===== src/rtl/fp_sched_pkg.sv =====
// Shared definitions for the FP operation scheduler: op and state encodings,
// command frame layout and the canned watchdog result.
package fp_sched_pkg;

   localparam int OP_W       = 2;
   localparam int DATA_W     = 32;
   localparam int CMD_W      = OP_W + 2 * DATA_W;
   localparam int CMD_OP_LSB = 2 * DATA_W;
   localparam int CMD_A_LSB  = DATA_W;
   localparam int CMD_B_LSB  = 0;

   localparam logic [DATA_W-1:0] FP_QNAN = 32'h7FC0_0000;

   typedef enum logic [OP_W-1:0] {
      OP_ADD = 2'b00,
      OP_SUB = 2'b01,
      OP_MUL = 2'b10,
      OP_DIV = 2'b11
   } fp_op_e;

   typedef enum logic [1:0] {
      IDLE  = 2'b00,
      ISSUE = 2'b01,
      WAIT  = 2'b10,
      HOLD  = 2'b11
   } state_e;

   function automatic logic [CMD_W-1:0] pack_cmd(input logic [OP_W-1:0] op,
                                                 input logic [DATA_W-1:0] a,
                                                 input logic [DATA_W-1:0] b);
      return {op, a, b};
   endfunction

endpackage


===== src/rtl/fps_cmd_fifo.sv =====
// Small power-of-two command FIFO with occupancy-based full/empty flags.
// Pushes when full and pops when empty are ignored.
module fps_cmd_fifo #(
   parameter int WIDTH = 66,
   parameter int DEPTH = 2
) (
   input  logic             clk,
   input  logic             rst_n,
   input  logic             push,
   input  logic [WIDTH-1:0] wr_data,
   input  logic             pop,
   output logic [WIDTH-1:0] rd_data,
   output logic             full,
   output logic             empty
);

   localparam int PTR_W  = (DEPTH > 1) ? $clog2(DEPTH) : 1;
   localparam int OCC_W  = $clog2(DEPTH + 1);

   logic [WIDTH-1:0] mem [DEPTH];
   logic [PTR_W-1:0] wr_ptr;
   logic [PTR_W-1:0] rd_ptr;
   logic [OCC_W-1:0] count;
   logic             do_push;
   logic             do_pop;

   assign full    = (count == OCC_W'(DEPTH));
   assign empty   = (count == '0);
   assign do_push = push && !full;
   assign do_pop  = pop && !empty;
   assign rd_data = mem[rd_ptr];

   // NOTE: the storage array has no reset; only pointers and count decide
   // what is valid, and leaving it unreset lets it map onto plain flops/RAM.
   always_ff @(posedge clk) begin
      if (do_push) mem[wr_ptr] <= wr_data;
   end

   // NOTE: sequential state uses non-blocking assignments so every register
   // samples the pre-edge values regardless of statement order.
   always_ff @(posedge clk or negedge rst_n) begin
      if (!rst_n) begin
         wr_ptr <= '0;
         rd_ptr <= '0;
         count  <= '0;
      end else begin
         if (do_push) wr_ptr <= wr_ptr + 1'b1;
         if (do_pop)  rd_ptr <= rd_ptr + 1'b1;
         case ({do_push, do_pop})
            2'b10:   count <= count + 1'b1;
            2'b01:   count <= count - 1'b1;
            default: count <= count;
         endcase
      end
   end

endmodule


===== src/rtl/fp_op_scheduler.sv =====
// Command sequencer for the shared single-precision FP unit: FIFO-buffered
// commands, start/done issue, valid/ready result. Watchdog under FPS_TIMEOUT_EN.
module fp_op_scheduler
   import fp_sched_pkg::*;
#(
   parameter int CMD_DEPTH      = 2,
   parameter int TIMEOUT_CYCLES = 1024,
   parameter int CNT_W          = 16
) (
   input  logic              clk,
   input  logic              rst_n,
   input  logic [CMD_W-1:0]  cmd_data,
   input  logic              cmd_valid,
   output logic              cmd_ready,
   output logic [OP_W-1:0]   fpu_op,
   output logic [DATA_W-1:0] fpu_a,
   output logic [DATA_W-1:0] fpu_b,
   output logic              fpu_start,
   input  logic              fpu_done,
   input  logic [DATA_W-1:0] fpu_result,
   output logic [DATA_W-1:0] res_data,
   output logic [OP_W-1:0]   res_op,
   output logic              res_err,
   output logic              res_valid,
   input  logic              res_ready,
   output logic              busy,
   output logic [CNT_W-1:0]  op_count
);

   if (CMD_DEPTH < 2 || (CMD_DEPTH & (CMD_DEPTH - 1)) != 0 || TIMEOUT_CYCLES < 1)
   begin : g_bad_params
      $error("fp_op_scheduler: CMD_DEPTH must be a power of 2 >= 2, TIMEOUT_CYCLES >= 1");
   end

   state_e           state;
   logic [CMD_W-1:0] head;
   logic             fifo_full;
   logic             fifo_empty;
   logic             fifo_push;
   logic             fifo_pop;

   assign fifo_push = cmd_valid && !fifo_full;
   assign fifo_pop  = (state == IDLE) && !fifo_empty;
   assign cmd_ready = !fifo_full;
   assign busy      = (state != IDLE) || !fifo_empty;

   fps_cmd_fifo #(
      .WIDTH (CMD_W),
      .DEPTH (CMD_DEPTH)
   ) u_cmd_fifo (
      .clk     (clk),
      .rst_n   (rst_n),
      .push    (fifo_push),
      .wr_data (cmd_data),
      .pop     (fifo_pop),
      .rd_data (head),
      .full    (fifo_full),
      .empty   (fifo_empty)
   );

`ifdef FPS_TIMEOUT_EN
   localparam int WD_W = $clog2(TIMEOUT_CYCLES + 1);
   logic [WD_W-1:0] wd_cnt;
`else
   assign res_err = 1'b0;
`endif

   always_ff @(posedge clk or negedge rst_n) begin
      if (!rst_n) begin
         state     <= IDLE;
         fpu_op    <= '0;
         fpu_a     <= '0;
         fpu_b     <= '0;
         fpu_start <= 1'b0;
         res_data  <= '0;
         res_op    <= '0;
         res_valid <= 1'b0;
         op_count  <= '0;
`ifdef FPS_TIMEOUT_EN
         res_err   <= 1'b0;
         wd_cnt    <= '0;
`endif
      end else begin
         fpu_start <= 1'b0;
         case (state)
            IDLE: begin
               if (!fifo_empty) begin
                  fpu_op    <= head[CMD_OP_LSB +: OP_W];
                  fpu_a     <= head[CMD_A_LSB  +: DATA_W];
                  fpu_b     <= head[CMD_B_LSB  +: DATA_W];
                  fpu_start <= 1'b1;
                  state     <= ISSUE;
               end
            end
            ISSUE: begin
               state <= WAIT;
`ifdef FPS_TIMEOUT_EN
               wd_cnt <= '0;
`endif
            end
            WAIT: begin
               // A done in the watchdog's final cycle still takes priority.
               if (fpu_done) begin
                  res_data  <= fpu_result;
                  res_op    <= fpu_op;
                  res_valid <= 1'b1;
                  state     <= HOLD;
`ifdef FPS_TIMEOUT_EN
                  res_err   <= 1'b0;
               end else if (wd_cnt == WD_W'(TIMEOUT_CYCLES - 1)) begin
                  res_data  <= FP_QNAN;
                  res_op    <= fpu_op;
                  res_err   <= 1'b1;
                  res_valid <= 1'b1;
                  state     <= HOLD;
               end else begin
                  wd_cnt <= wd_cnt + 1'b1;
`endif
               end
            end
            HOLD: begin
               if (res_valid && res_ready) begin
                  res_valid <= 1'b0;
                  op_count  <= op_count + 1'b1;
                  state     <= IDLE;
               end
            end
            default: state <= IDLE;
         endcase
      end
   end

endmodule


===== config.mk =====
export PLATFORM = sky130hd
export DESIGN_NAME = fp_op_scheduler
export DESIGN_NICKNAME = d
export VERILOG_FILES = /design/src/rtl/fp_sched_pkg.sv /design/src/rtl/fps_cmd_fifo.sv /design/src/rtl/fp_op_scheduler.sv
export SDC_FILE = /design/constraint.sdc
export NUM_CORES = 1
export LEC_CHECK = 0
export ABC_AREA = 1
export BUFFER_PORTS_ARGS = -buffer_cell sky130_fd_sc_hd__buf_2
export CAP_MARGIN = 30
export CORE_MARGIN = 4
export CORE_UTILIZATION = 45
export CTS_CLUSTER_SIZE = 12
export DETAILED_ROUTE_END_ITERATION = 10
export PLACE_DENSITY_LB_ADDON = 0.2
export REMOVE_ABC_BUFFERS = 1
export SETUP_SLACK_MARGIN = 0.3
export SLEW_MARGIN = 20
export SYNTH_ARGS = -nofsm -noshare
export SYNTH_HDL_FRONTEND = slang
export SYNTH_SLANG_ARGS = --single-unit

===== constraint.sdc =====
create_clock -name clk -period 7.1 [get_ports clk]
set_clock_uncertainty 0.05 [all_clocks]
set_input_delay 1.42 -clock clk [delete_from_list [all_inputs] [get_ports clk]]
set_output_delay 1.42 -clock clk [all_outputs]
set_load 0.02 [all_outputs]

* After elaboration in Yosys (flattened, before gate mapping)
Memory sizes are Yosys's and may differ from the RTL's. A register that Yosys moved wholly into a read port is not among the register bits. Cells that the tools add are included.
Word-level totals: RAM bits 132, logic and storage cells 56, memories 1, input bits 103, bits in registers 58, output and inout bits 121
Memory list:
- u_cmd_fifo.mem | depth 2, bits a word 66, read ports 1, clocked after Yosys merged registers in 1, wr ports 1, RTL line fps_cmd_fifo.sv:20 | logic [WIDTH-1:0] mem [DEPTH];
Cells by class: equal/unequal tests 9, $add $sub $neg 5, mux-type cells 12, bitwise gates (word level) 1, reductions and logical operators 19
Operators by type and width (number):
- $add A16 B1 Y16 const B | 1
- $eq A2 B2 Y1 const B | 4
- $pmux W2 S4 | 1
- $mux W1 | 6
- $mux W2 | 3
- $ne A2 B2 Y1 const B | 3
- $reduce_and A2 Y1 | 3
- $reduce_and A3 Y1 | 2
- $reduce_bool A2 Y1 | 3
- $logic_and A1 B1 Y1 | 5
- $eq A2 B1 Y1 const B | 2
- $logic_not A2 Y1 | 2
- $pmux W2 S2 | 1
- $logic_not A1 Y1 | 3
- $add A1 B1 Y1 const B | 2
- $add A2 B1 Y2 const B | 1
- $pmux W1 S2 | 1
- $sub A2 B1 Y2 const B | 1
- $logic_or A1 B1 Y1 | 1
- $not A1 Y1 | 1

* Depth between registers and ports, before layout
depth after elaboration 6, mapped depth 10, mapped depth without buffers 8

* Hierarchy
Synthesis repeated with hierarchy kept, for this count alone.
Second synthesis, totals: cell total of the unflattened synthesis 856, area total of the unflattened synthesis 9993.3 um^2
Modules (own cells, without submodules):
- fps_cmd_fifo | area an instance 5048.6 um^2, instances 1, cells each 378, seq. area each 4063.9 um^2
- fp_op_scheduler | area an instance 4944.7 um^2, instances 1, cells each 478, seq. area each 3002.9 um^2

* Least setup slack after synthesis
OpenSTA, ideal clock, no wires.
path kind in2reg, start point input cmd_valid, end point memory u_cmd_fifo.mem[1][0] (enable), setup time 492 ps, arrival 4301 ps, buffers on the path 0, data required time 6558 ps, slack 2257 ps, stages 2, path through nand2_1 -> nor2_1
On the way: longest elaborated chain between the ends 4
Ends and longest elaborated chain:
- from (decl) | RTL line fp_op_scheduler.sv:13 | input logic cmd_valid,
- $logic_and A1 B1 Y1 | RTL line fp_op_scheduler.sv:42 | assign fifo_push = cmd_valid && !fifo_full;
- $logic_and A1 B1 Y1 | RTL line fps_cmd_fifo.sv:29 | assign do_push = push && !full;
- $mux W1 | RTL line fps_cmd_fifo.sv:36 | if (do_push) mem[wr_ptr] <= wr_data;
- $mux W1 (implied by the code) | RTL line fps_cmd_fifo.sv:36
- to (decl) | RTL line fps_cmd_fifo.sv:20
Every way passes these cells.

* Final worst setup path
start point register state[0], end point output busy
On the way: longest elaborated chain between the ends 2
Ends and longest elaborated chain:
- from (decl) | RTL line fp_op_scheduler.sv:35 | state_e state;
- from (signal assigned) | RTL line fp_op_scheduler.sv:70 | state <= IDLE;
- from (signal assigned) | RTL line fp_op_scheduler.sv:92 | state <= ISSUE;
- from (signal assigned) | RTL line fp_op_scheduler.sv:96 | state <= WAIT;
- $reduce_bool A2 Y1 | RTL line fp_op_scheduler.sv:45 | assign busy = (state != IDLE) || !fifo_empty;
- $logic_or A1 B1 Y1 | RTL line fp_op_scheduler.sv:45
- to (decl) | RTL line fp_op_scheduler.sv:26 | output logic busy,
Every way passes these cells.

==> metrics.cfg <==
[clocking]
clkSlewWorstSetupHoldPaths_ns = 0.06
cts_tree = built
cts_max_path_buffers = 3
htreeDepth = 1
post_cts_resize_count = 0
post_cts_buffers = 0
root_buffer = clkbuf_16
cts_sinks = 256
cts_made_buffers = 27
hold_buffers = 0
clkLatencyLatePin_ns = 0.53

[pwr]
swShare = 0.191
ir_drop_v = 0.000227
powerDensity_nw_per_um2 = 254
internal_power_w = 0.00239
p_total_w = 0.00296
pwr-share-seq = 0.529
pwr-share-comb = 0.017
p_leak_nw = 5.54
p_switching_w = 0.000566
clockPowerShare = 0.454

[layout]
layout-drive-gt1-share = 0.276
nets = 1100
final_core_util = 0.572
final_area_um2 = 11600
antenna_cells = 0
area_growth_pct = 23.8

[routing]
ant_nets = 0
wl_per_cell_um = 15.5
firstDrtPassIters = 4
via_count = 6224
postRouteWirelength_mm = 19.8
drc = 0
viasPerCell = 4.86
drtIter0Drc = 344

[worst_setup_path]
path_cells = inv_1 -> ha_1 -> nand3_1 -> buf_2
cp_slowest_cell = dfrtp_1
start_kind = register
reg2reg_slack_ns = 4.76
cp-end-kind = primary output
worstPathRequired_ns = 5.63
crit_arrival_ns = 1.57
worstSetupPathType = register to primary output
max_stage_delay_ns = 0.38
critPathMaxFanout = 4

[placement]
gp_congestion = 0.832
hpwl_mm = 12.3
place.port_buffers = 222
placed_area_um2 = 10700

[die]
die-area_um2 = 23300
die_h_um = 153
rows = 52
coreArea_um2 = 20400
die_w_um = 153
initial_core_util = 0.462
ioPinCount = 224

[sta]
rsz0062_at_grt = no
fin_crit_sh = 0.429
hold_violations = 0
finalSetupViolCount = 0
slew_headroom = 0.349
tightest_slew_ns = 0.977
max_freq_mhz = 328
setup_tns_ns = 0
slew_violations = 0
period_needed_ns = 3.04

[global_routing]
antenna_found_initial = 3
grt_pass1_wl_mm = 31.5
grt_max_degree = 95
grt.total_usage = 0.165
gr-total-overflow = 0
grt_pass1_vias = 6032

[min_path]
hold_class = register to register

[yosys]
synthTopCellsByCount = nand2_1, edfxtp_1, dfrtp_1
ys_seq_area_frac = 0.751
synth_edf_count = 132
synth_most_common_cell = nand2_1
yosys.area_share.adder = 0.00798
synth_mux_area_frac = 0
synth-xor-area-share = 0.0140
synth_top_cell_by_area = edfxtp_1
synth.avg_cell_area_um2 = 12.3
synth-compound-area-share = 0.0480
synth-simple-area-share = 0.151
synthesis.area_um2 = 9400
synth_seq_cells = 256
synth_top_family_by_area = simple AND/OR/NAND/NOR gates
yosysUniqueCellTypes = 27
syn_inst = 767
ys.flop_type = edfxtp_1
async_flop_share = 0.484
synth_area_leaders = edfxtp_1, dfrtp_1, nand2_1
yosysTopAreaCellShare = 0.422
yosysWarnings = 0

[run_status]
status = finished clean

[job]
drv_cap = 0

[metrics by stage]
stage	cells	setup slack [ns]	hold WS, ns
after floorplan	732	2.26	0.435
after global placement	1230	3.10	0.409
after detailed placement	1231	3.51	0.410
after CTS	1280	4.00	0.426
after global routing	1281	3.99	0.442
final	1281	4.06	0.422
[area by class of cell]
cell class	count	area, um2
inverter	17	66.3
multi-input combinational	459	2100
clock inverter	3	18.8
tap	270	338
timing repair buffer	230	1200
sequential	256	7070
clock buffer	46	848
fill	1687	8720
[layout by cell type, fill, tap and decap left out, types with 2 or more instances in the layout]
cell / instances
nor3_1: 3
ha_1: 6
a31oi_1: 66
clkbuf_16: 28
nand2_1: 266
nor2_4: 4
nor2_1: 77
xor2_1: 10
clkbuf_1: 10
clkinv_2: 2
clkbuf_8: 8
xnor2_1: 5
dfrtp_1: 123
buf_2: 221
buf_4: 6
a21oi_1: 5
edfxtp_1: 132
inv_1: 14
nand3_1: 9
[power by group through the flow]
stage / Sequential [W] / Clock, W / Combinational [W]
6_report: 0.00156 / 0.00134 / 0.0000494
5_1_grt: 0.00156 / 0.00145 / 0.0000561
4_1_cts: 0.00156 / 0.00138 / 0.0000512
3_5_place_dp: 0.00159 / 0 / 0.0000510
3_3_place_gp: 0.00159 / 0 / 0.0000512
2_1_floorplan: 0.00159 / 0 / 0.000000578
[registers in the layout (all words and copies together) (netlist names)]
signal             cells
op_count              16
u_cmd_fifo.wr_ptr      1
fpu_start              1
res_valid              1
fpu_a                 32
u_cmd_fifo.rd_ptr      1
u_cmd_fifo.mem       132
fpu_op                 2
res_op                 2
state                  2
u_cmd_fifo.count       2
res_data              32
fpu_b                 32
[per-layer routing]
metal  wire (um)  vias up  track usage
met5          46        -            0
met1        8600     2930        0.224
met2        9350      225        0.274
met3        1430       37       0.0403
met4         400        6       0.0352
li1            -     3026            -
[path summary, 6_finish.rpt]
kind | startpoint | to | depth (start not counted)
min | res_data[14] | res_data[14] | 2
max reg2reg | state[0] | res_data[16] | 7
min reg2reg | res_data[14] | res_data[14] | 2
min in group asynchronous | rst_n | op_count[12] | 1
max in group asynchronous | rst_n | fpu_b[2] | 2
max | state[0] | busy | 4
[worst max-delay path, delay by kind of cell, from the launching register on]
kind	cells	cell delay, ns
flops	1	0.38
fa+ha+maj	1	0.21
simple gates	1	0.15
buf+inv	2	0.32
[logic make-up (layout without fill, tap and decap cells)]
kind of cell,Yosys count,count (layout)
flip-flops,256,256
buffers and inverters,52,296
AND/OR/NAND/NOR,364,364
adder cells (fa/ha/maj),6,6
AO/OA/AOI/OAI,73,73
other,1,1
XOR/XNOR,15,15
(Power assumes the default switching activity.)
